**src/rtl/unspinner.sv**
```systemverilog
// Un-spinner: rotates a 32-bit word left by 0..31 in five log-shifter stages, one stage per clock.
// Define UNSPINNER_EARLY_EXIT_EN to leave the rotate loop once no higher amount bits remain.
module unspinner (
  input  logic        clock,
  input  logic        reset,
  input  logic        in_valid,
  output logic        in_ready,
  input  logic [4:0]  amount,
  input  logic [31:0] din,
  output logic        out_valid,
  input  logic        out_ready,
  output logic [31:0] dout,
  output logic        busy
);

  typedef enum logic [1:0] {
    IDLE = 2'd0,
    ROT  = 2'd1,
    DONE = 2'd2
  } state_t;

  localparam int NUM_STAGES = 5;

  state_t      state_reg;
  logic [31:0] work_reg;
  logic [4:0]  amt_reg;
  logic [2:0]  stage_reg;
  logic [31:0] dout_reg;
  logic        out_valid_reg;
  logic        busy_reg;
  logic        in_ready_reg;

  logic [31:0]           rot_cand [NUM_STAGES];
  logic [NUM_STAGES-1:0] stage_sel;
  logic [NUM_STAGES-1:0] stage_hit;
  logic [31:0]           work_next;
  logic                  last_stage;

  // Stage k rotates by the fixed distance 2^k; only the current stage's candidate is used.
  genvar gi;
  generate
    for (gi = 0; gi < NUM_STAGES; gi++) begin : g_stage
      localparam int SH = 1 << gi;
      assign rot_cand[gi]  = (work_reg << SH) | (work_reg >> (32 - SH));
      assign stage_sel[gi] = (stage_reg == 3'(gi));
      assign stage_hit[gi] = stage_sel[gi] & amt_reg[gi];
    end
  endgenerate

  always_comb begin
    work_next = work_reg;
    for (int i = 0; i < NUM_STAGES; i++) begin
      if (stage_hit[i]) begin
        work_next = rot_cand[i];
      end
    end
  end

`ifdef UNSPINNER_EARLY_EXIT_EN
  // upper_clear[k]: no amount bits above k remain, so stage k can be the final one.
  logic [NUM_STAGES-1:0] upper_clear;
  generate
    for (gi = 0; gi < NUM_STAGES - 1; gi++) begin : g_upper
      assign upper_clear[gi] = (amt_reg[NUM_STAGES-1:gi+1] == '0);
    end
  endgenerate
  assign upper_clear[NUM_STAGES-1] = 1'b1;
  assign last_stage = |(stage_sel & upper_clear);
`else
  assign last_stage = stage_sel[NUM_STAGES-1];
`endif

  always_ff @(posedge clock or posedge reset) begin
    if (reset) begin
      state_reg     <= IDLE;
      work_reg      <= '0;
      amt_reg       <= '0;
      stage_reg     <= '0;
      dout_reg      <= '0;
      out_valid_reg <= 1'b0;
      busy_reg      <= 1'b0;
      in_ready_reg  <= 1'b1;
    end else begin
      case (state_reg)
        IDLE: begin
          if (in_valid) begin
            work_reg  <= din;
            amt_reg   <= amount;
            stage_reg <= '0;
`ifdef UNSPINNER_EARLY_EXIT_EN
            if (amount == '0) begin
              state_reg     <= DONE;
              dout_reg      <= din;
              out_valid_reg <= 1'b1;
              busy_reg      <= 1'b0;
              in_ready_reg  <= 1'b0;
            end else begin
              state_reg    <= ROT;
              busy_reg     <= 1'b1;
              in_ready_reg <= 1'b0;
            end
`else
            state_reg    <= ROT;
            busy_reg     <= 1'b1;
            in_ready_reg <= 1'b0;
`endif
          end
        end
        ROT: begin
          work_reg  <= work_next;
          stage_reg <= stage_reg + 3'd1;
          if (last_stage) begin
            state_reg     <= DONE;
            dout_reg      <= work_next;
            out_valid_reg <= 1'b1;
            busy_reg      <= 1'b0;
          end
        end
        DONE: begin
          // Hand-off edge returns to IDLE only; a new word is taken on a later edge.
          if (out_ready) begin
            state_reg     <= IDLE;
            out_valid_reg <= 1'b0;
            in_ready_reg  <= 1'b1;
          end
        end
        default: begin
          state_reg     <= IDLE;
          out_valid_reg <= 1'b0;
          busy_reg      <= 1'b0;
          in_ready_reg  <= 1'b1;
        end
      endcase
    end
  end

  assign in_ready  = in_ready_reg;
  assign out_valid = out_valid_reg;
  assign dout      = dout_reg;
  assign busy      = busy_reg;

endmodule

```
**config.mk**
```make
export PLATFORM = sky130hd
export DESIGN_NAME = unspinner
export DESIGN_NICKNAME = d
export VERILOG_FILES = /design/src/rtl/unspinner.sv
export SDC_FILE = /design/constraint.sdc
export NUM_CORES = 1
export LEC_CHECK = 0
export CORE_MARGIN = 1.5
export CORE_UTILIZATION = 56
export CTS_CLUSTER_SIZE = 16
export DETAILED_ROUTE_END_ITERATION = 7
export PLACE_DENSITY = 0.82
export SETUP_SLACK_MARGIN = 0.02
export SYNTH_ARGS = -nofsm -noshare
export SYNTH_HDL_FRONTEND = slang
export SYNTH_SLANG_ARGS = --single-unit
```
**constraint.sdc**
```tcl
create_clock -name clock -period 2.75 [get_ports clock]
set_input_delay 0.275 -clock clock [delete_from_list [all_inputs] [get_ports clock]]
set_output_delay 0.275 -clock clock [all_outputs]
set_load 0.005 [all_outputs]
```
# After elaboration in Yosys (flattened, before gate mapping)
# Cells that the tools add are included.
[classes] addsub=1 multipliers=0 div=0 n_lt_le_gt_ge=0 n_eq_ne=9 shifts=0 muxes=22 bitwise=13 n_reduce_logical=10
[op_table] cell="32-bit two-way mux" n=6
[op_table] cell="32-bit case mux with 2 select lines" n=1
[op_table] cell="32-bit by 1-bit OR with 32-bit output" n=1
[op_table] cell="32-bit by 16-bit OR with 32-bit output" n=1
[op_table] cell="32-bit by 2-bit OR with 32-bit output" n=1
[op_table] cell="32-bit by 4-bit OR with 32-bit output" n=1
[op_table] cell="32-bit by 8-bit OR with 32-bit output" n=1
[op_table] cell="3-bit AND reduction" n=4
[op_table] cell="1-bit case mux with 3 select lines" n=3
[op_table] cell="3-bit by 2-bit equality test with 1-bit output (second input constant)" n=2
[op_table] cell="1-bit two-way mux" n=6
[op_table] cell="2-bit two-way mux" n=3
[op_table] cell="2-bit != test (second input constant)" n=3
[op_table] cell="2-bit case mux with 3 select lines" n=1
[op_table] cell="3-bit case mux with 2 select lines" n=1
[op_table] cell="2-bit AND reduction" n=3
[op_table] cell="1-bit AND" n=5
[op_table] cell="3-bit by 1-bit adder with 3-bit output (second input constant)" n=1
[op_table] cell="3-bit by 1-bit equality test with 1-bit output (second input constant)" n=1
[op_table] cell="3-bit equality test (second input constant)" n=1
[op_table] cell="3-bit zero test" n=1
[op_table] cell="3-bit two-way mux" n=1
[op_table] cell="1-bit inverter" n=3
[op_table] cell="2-bit by 1-bit equality test with 1-bit output (second input constant)" n=1
[op_table] cell="other kinds (3)" n=3
[word_totals] register_bits=77 latchBits=0 ram_bits=0 rom_bits=0 inputBits=41 output_inout_bits=35 elab_cells=63 n_memories=0

# Longest topological paths before layout
# Gate-level depths: netlist (run 1).
[depth] word_depth=8 mapped_depth=10 ltp_nobuf=6

# Worst setup path before layout (run 1)
# No wires, ideal clock.
[synth_timing] kind="register to register" from="register stage_reg[2]" to="register work_reg[0]" setup_time_ns=0.135 arrival_ns=1.854 required_ns=2.615 slack_ns=0.762 stages_incl_launch_ff=11 synth_period_minus_slack_ns=1.988 path_cell_list="dfrtp_1 buf_2 buf_2 inv_1 ha_1 and2_1 clkbuf_1 buf_2 a221oi_2 o21a_1 o31ai_1"
[synth_between] elab_chain_len=8 elab_cells_between_ends=16 classes_between="4 x eq/ne; 6 x mux; 5 x bitwise; 1 x reduce/logical"
[synth_rtl] item="from (decl)" line="27" rtl="logic [2:0] stage_reg;"
[synth_rtl] item="from (signal assigned)" line="111" rtl="stage_reg <= stage_reg + 3'd1;"
[synth_rtl] item="3-bit zero test" line="45" rtl="assign stage_sel[gi] = (stage_reg == 3'(gi));"
[synth_rtl] item="1-bit AND" line="46" rtl="assign stage_hit[gi] = stage_sel[gi] & amt_reg[gi];"
[synth_rtl] item="32-bit two-way mux (4 in series)" line="53" rtl="if (stage_hit[i]) begin"
[synth_rtl] item="32-bit two-way mux *" line="53"
[synth_rtl] item="32-bit case mux with 2 select lines *" line="84" rtl="case (state_reg)"
[synth_rtl] item="to (signal assigned)" line="87" rtl="work_reg <= din;"
[synth_rtl] item="to (signal assigned)" line="110" rtl="work_reg <= work_next;"
[synth_rtl] item="to (decl)" line="25" rtl="logic [31:0] work_reg;"
# Mark *: on every way between the ends. The rest lies on a longest branch, timed or not.
# A chain may end at the register's enable or synchronous reset.

# Worst setup path in the final report (run 1)
# Ends and elaborated chain as after synthesis.

==> impl_results.md, run 1 <==
- Syn Area/Cell: 9.39 sq um
- Pre-CTS WS: 0.0654 ns
- Number of DRC markers in iteration 0: approximately 580
- Total power: approximately 8.3 mW
- CTS Sinks: 77
- Post-CTS Setup Bufs: 0
- Max-slew violations: 0
- Final hold slack: ~0.29 ns
- Fin cells: around 740
- Initial antenna violation count: 0
- Max_slew headroom: 35.8%
- Post-route ant nets: 0
- Vias/cell: just over 7
- Sw frac: between 40% and 50%
- Critical Path RT: about 3.0 ns
- Minimum clock period: ~2.5 ns
- Post-Syn Instances: 576
- Setup Total Neg Slack: 0 ns
- Number of buffers created by CTS: 9
- H-tree depth: 3
- Setup crit end kind: flip-flop
- YS warnings: 0
- Global-route wire length before repair: about 27000 um
- Hold Path Class: in -> async
- Status: completed
- Dpl cells: 729
- CP startpoint kind: flip-flop
- Core area: 9280 sq um
- Largest net degree at the start of global routing: 65
- Drt pass-1 iters: 5
- GRT overflow: 0
- Upper clock frequency limit: between 0.4 and 0.5 GHz
- Nets: 657
- Design area: roughly 6400 sq um
- Root Buffer: clkbuf_8
- Total Routing Usage GR: about 34%
- RSZ-0062 raised after global routing: false
- Area contributors post-synth: dfrtp_1 (35%), o31ai_1 (9.0%), a221oi_2 (8.3%)
- Vias in the first global route: around 5000
- Leakage: about 2.4 nW
- CTS Buffer Depth: 2
- Clock Latency Late Sink: approximately 0.35 ns
- Share of the synthesized area in the top cell type: a little over a third
- Setup ws final: roughly 0.28 ns
- Setup CP Type: reg -> reg
- Drt total wl: around 17000 um
- Sequential cell area: around 1900 sq um
- Part of the power in the clock network: approximately 14%
- Clock Pin Slew Worst Setup and Hold Paths: ~0.090 ns
- VDD IR max: about 0.0010 V
- Count of input and output buffers: between 70 and 80
- Die ar.: 10300 sq um
- PwrDens: 1300 nW/um^2
- Cell Rows: 35
- Final Hold Violating Endpoints: 0
- Skew final: just under 0.02 ns
- Top post-synthesis cells by count: dfrtp_1 (76), o31ai_1 (65), nand2_1 (40)
- P_int: approximately 4.5 mW
- Crit-path max FO: 32
- Dominant cell type by area after synthesis: dfrtp_1
- Worst-Margin Slew: roughly 0.96 ns
- Setup-failing EPs final: 0
- Net switching power figure: ~3.8 mW
- Sequential fraction of the synthesis area: roughly 36%
- Register bit total from synthesis: 77
- Tcrit/Tclk final: between 80 and 90%
- Dominant synthesized flop cell: dfrtp_1
- Die width: about 100 um
- Core Util, Final: just under 70%
- Boundary Pins: 76
- Yosys cell types: 34
- Initial Util: between 50% and 60%
- Total number of vias: between 5000 and 6000
- Comb pwr share: 54.6%
- Most common cell in the netlist: dfrtp_1
- CP arrival: between 2 and 3 ns
- Share of cells above drive strength 1: 12.2%
- Seq pwr share: a little under a third
- Final HPWL DP: between 10000 and 15000 um
- Post-synth EDFFs: 0
- Die boundary height: between 100 and 150 um
- Fillers: ~730
- Asr flop ratio synth: between 90% and 100%
- DP Area: approximately 6100 sq um
- Inserted Diodes: 0
- CTS tree: done
- GP Congestion: between 0.9 and 1
- Syn nets: 622
- Max Cap Viol: 0
- Routed wire per std cell: 23.1 um
- Multi-input logic area: 3120 sq um
- Post-Syn Area: around 5400 sq um
- Area growth syn-to-layout: 18.3%
- DRC Markers: 0
[worst max-delay path: stages (launching register included)]
cell	delay (ns)
dfrtp_2	0.43
buf_4	0.22
inv_1	0.08
ha_1	0.17
nand2_1	0.55
or3_1	0.56
o21ai_0	0.18
o31ai_1	0.11
[power by group through the flow]
stage | Clock (mW) | Sequential, mW | Combinational (mW)
floorplan | 0 | 2.20 | 3.31
global placement | 0 | 2.55 | 4.31
detailed placement | 0 | 2.57 | 4.45
CTS | 1.16 | 2.56 | 4.47
global route | 1.21 | 2.65 | 4.93
finish | 1.16 | 2.63 | 4.54
[kinds of logic after synthesis]
group	share of synthesized area, %
AOI/OAI and AO/OA	38.7
buffers and inverters	7.08
muxes	1.04
DFF	35.6
adders and majority gates	1.16
and+or+nand+nor	16.4
[layer usage]
layer	part of all wire [%]	wire length (um)	vias to the layer above	GRT usage, %
met3	11	1840	66	6.21
li1	-	-	2308	-
met2	45	7720	361	53.0
met5	0	0	-	0
met1	40	6930	2566	46.7
met4	4.0	690	0	15.6
[timing repair]
action / in CTS / in global routing
setup endpoints to repair: 0 / 62
hold buffers: 0 / 0
endpoints found under the hold margin: 0 / 0
resized for setup: 0 / 1
[layout make-up]
type | count | area share [%]
clock buffer | 11 | 2.21
clock inverter | 4 | 1.88
inverter | 6 | 0.352
multi-input combinational | 424 | 48.7
sequential | 77 | 30.1
tap | 129 | 2.52
timing repair buffer | 93 | 14.2
[path summary, 6_finish.rpt]
path	start	cells after the start	slack, ns	end
setup / recovery	stage_reg[2]$_DFFE_PP0P_	7	0.28	work_reg[0]$_DFFE_PP0P_
hold / removal	reset	2	0.29	amt_reg[4]$_DFFE_PP0P_
setup reg to reg	stage_reg[2]$_DFFE_PP0P_	7	0.28	work_reg[0]$_DFFE_PP0P_
hold reg to reg	in_ready$_DFFE_PP1P_	2	0.48	in_ready$_DFFE_PP1P_
max in group asynchronous	reset	3	1.69	work_reg[22]$_DFFE_PP0P_
min in group clock	in_ready$_DFFE_PP1P_	2	0.48	in_ready$_DFFE_PP1P_
[placed cells by master (no fill, tap or decap), types with 2 or more instances in the layout]
cell type	synthesis	routed
dfrtp_1	76	75
clkdlybuf4s50_1	0	75
o31ai_1	65	65
nand2_1	40	39
o21ai_0	35	35
a221oi_1	34	34
a21oi_1	33	33
nand3b_1	32	32
o21a_1	32	32
or3_1	32	32
a22oi_1	32	32
a221oi_2	30	30
nor2b_1	25	25
buf_4	5	16
clkbuf_8	0	10
and2b_1	8	8
inv_1	6	5
mux2_2	5	5
ha_1	5	5
bufinv_16	0	4
and2_1	3	3
and3b_1	2	2
buf_12	0	2
(Power assumes the default switching activity.)
==> inputs of run 2 (changes only) <==
Clock period 2.75 ns to 2.5 ns, I/O delays scaled along.
==> run 2 against run 1 <==
  * Sequential share of layout area is essentially flat
  * Critical path depth is the same
  * Sequential power grew 9.5%
  * Combinational power grew 9.5%
  * Clock power is essentially flat
  * Non-clock buffer count grew 2
  * Sequential cell count is the same
  * Core utilization is essentially flat
  * Routed wire length shrank 1.2%
  * Clock-buffer cell count grew 1
  * Critical path type unchanged
  * Critical endpoint is now work_reg[28]$_DFFE_PP0P_
  * Largest power group unchanged
==> impl_results.md, run 2 (synthesis gave the netlist of run 1 again) <==
- Final HPWL DP: roughly 11000 um
- Minimum clock period: between 2 and 2.5 ns
- Initial antenna violation count: 0
- Layer with the highest usage: met2
- GP Congestion: roughly 0.92
- Critical Path RT: roughly 2.8 ns
- CTS tree: done
- Dpl cells: 731
- Final Hold Violating Endpoints: 0
- Fillers: 744
- Setup Total Neg Slack: 0 ns
- CTS Buffer Depth: 2
- H-tree depth: 3
- Setup CP Type: reg -> reg
- Cells on worst reg2reg path: 7
- Initial Util: roughly three fifths
- Worst Setup EP: work_reg[28]$_DFFE_PP0P_
- Max-slew violations: 0
- Total number of vias: between 5000 and 6000
- Fin cells: 747
- Flop2flop setup slack: ~0.34 ns
- Drt pass-1 iters: 6
- Upper clock frequency limit: around 0.46 GHz
- CP startpoint kind: flip-flop
- CTS Sinks: between 70 and 80
- Sw frac: approximately 46%
- DP Area: approximately 6200 sq um
- Boundary Pins: 76
- Die ar.: 10300 sq um
- Worst-Margin Slew: 0.673 ns
- Vias/cell: about 7.1
- Total Routing Usage GR: around 34%
- Design area: 6400 sq um
- Max Cap Viol: 0
- RSZ-0062 raised after global routing: false
- Met3 global-route usage: about 7.2%
- VDD IR max: 0.00116 V
- R2R Path Start: stage_reg[0]$_DFFE_PP0P_
- PwrDens: about 1400 nW/um^2
- Number of buffers created by CTS: 9
- Seq pwr share: between 30% and 40%
- Share of cells above drive strength 1: 12.5%
- Cts hold-fix bufs: 0
- Leakage: 2.39 nW
- Setup crit end kind: flip-flop
- Die width: between 100 and 150 um
- GRT met2 Usage: ~53%
- Die boundary height: 101 um
- Number of DRC markers in iteration 0: 680
- Inserted Diodes: 0
- Root Buffer: clkbuf_8
- DRC Markers: 0
- Status: completed
- P_int: around 4.8 mW
- Comb pwr share: roughly 55%
- Largest net degree at the start of global routing: between 70 and 80
- CP arrival: 2.43 ns
- Worst r2r dst: work_reg[28]$_DFFE_PP0P_
- Part of the power in the clock network: between 10% and 20%
- Crit-path max FO: 36
- Area growth syn-to-layout: 18.3%
- Setup-failing EPs final: 0
- CP Launch Point: stage_reg[0]$_DFFE_PP0P_
- Clock Latency Late Sink: between 0.3 and 0.4 ns
- Count of input and output buffers: 75
- Vias in the first global route: 5018
- Max_slew headroom: between 50 and 60%
- Post-route ant nets: 0
- Skew final: 0.0119 ns
- Clock Pin Slew Worst Setup and Hold Paths: ~0.09 ns
- Tcrit/Tclk final: 86.5%
- GRT overflow: 0
- Final hold slack: between 0.2 and 0.3 ns
- Routed wire per std cell: 22.7 um
- Cell Rows: 35
- Nets: 659
- Hold Path Class: in -> async
- Core area: roughly 9300 sq um
- Routing usage on met1: between 40% and 50%
- Total power: 9.02 mW
- Net switching power figure: between 4 and 5 mW
- Global-route wire length before repair: approximately 27000 um
- Drt total wl: 17000 um
- Highest-count cells in the layout ignoring fill and taps: dfrtp_1 (75), clkdlybuf4s50_1 (75), o31ai_1 (65)
[run 2: timing repair]
item                                    in CTS  in global routing
gates resized for setup                      0                  1
setup buffers                                0                  0
endpoints found under the setup margin       0                  1
[run 2: per-layer routing]
layer	vias to the layer above	routed length, um
met5	-	0
li1	2320	-
met3	82	1730
met4	0	661
met2	350	7730
met1	2566	6850
[run 2: power groups by stage]
| stage | sequential [mW] | clock, mW | combinational [mW] |
|---|---|---|---|
| 2_1_floorplan | 2.42 | 0 | 3.64 |
| 3_5_place_dp | 2.82 | 0 | 4.88 |
| 4_1_cts | 2.80 | 1.19 | 4.91 |
| 5_1_grt | 2.90 | 1.23 | 5.38 |
| 3_3_place_gp | 2.78 | 0 | 4.70 |
| 6_report | 2.88 | 1.17 | 4.97 |
[run 2: metrics by stage]
stage	utilization (%)	worst slack (ns)
2_1_floorplan	-	0.285
3_3_place_gp	66.3	0.357
3_5_place_dp	66.3	0.239
4_1_cts	68.9	0.205
5_1_grt	68.9	0.198
6_report	68.9	0.339
[run 2: worst max-delay path, stage by stage, from the launching register on]
cell	delay (ns)
dfrtp_1	0.43
inv_1	0.10
ha_1	0.26
and3_4	0.45
buf_12	0.27
or3_1	0.14
o21ai_0	0.15
o31ai_1	0.25
[run 2: how the worst min path moves through the flow]
stage | to | slack [ns] | cells past startpoint
4_1_cts | amt_reg[1]$_DFFE_PP0P_ | 0.31 | 3
3_5_place_dp | dout[5]$_DFFE_PP0P_ | 0.47 | 2
3_3_place_gp | in_ready$_DFFE_PP1P_ | 0.45 | 2
2_1_floorplan | work_reg[0]$_DFFE_PP0P_ | 0.39 | 2
6_report | dout[8]$_DFFE_PP0P_ | 0.30 | 3
5_1_grt | work_reg[8]$_DFFE_PP0P_ | 0.35 | 3
[run 2: layout make-up]
cell class,count,area (sq um),area share [%]
well taps,129,161,2.52
clock inverters,4,97.6,1.52
multi-input cells,424,3120,48.7
inverters,6,22.5,0.352
clock buffers,12,145,2.27
repair buffers,95,926,14.5
flip-flops and latches,77,1930,30.1
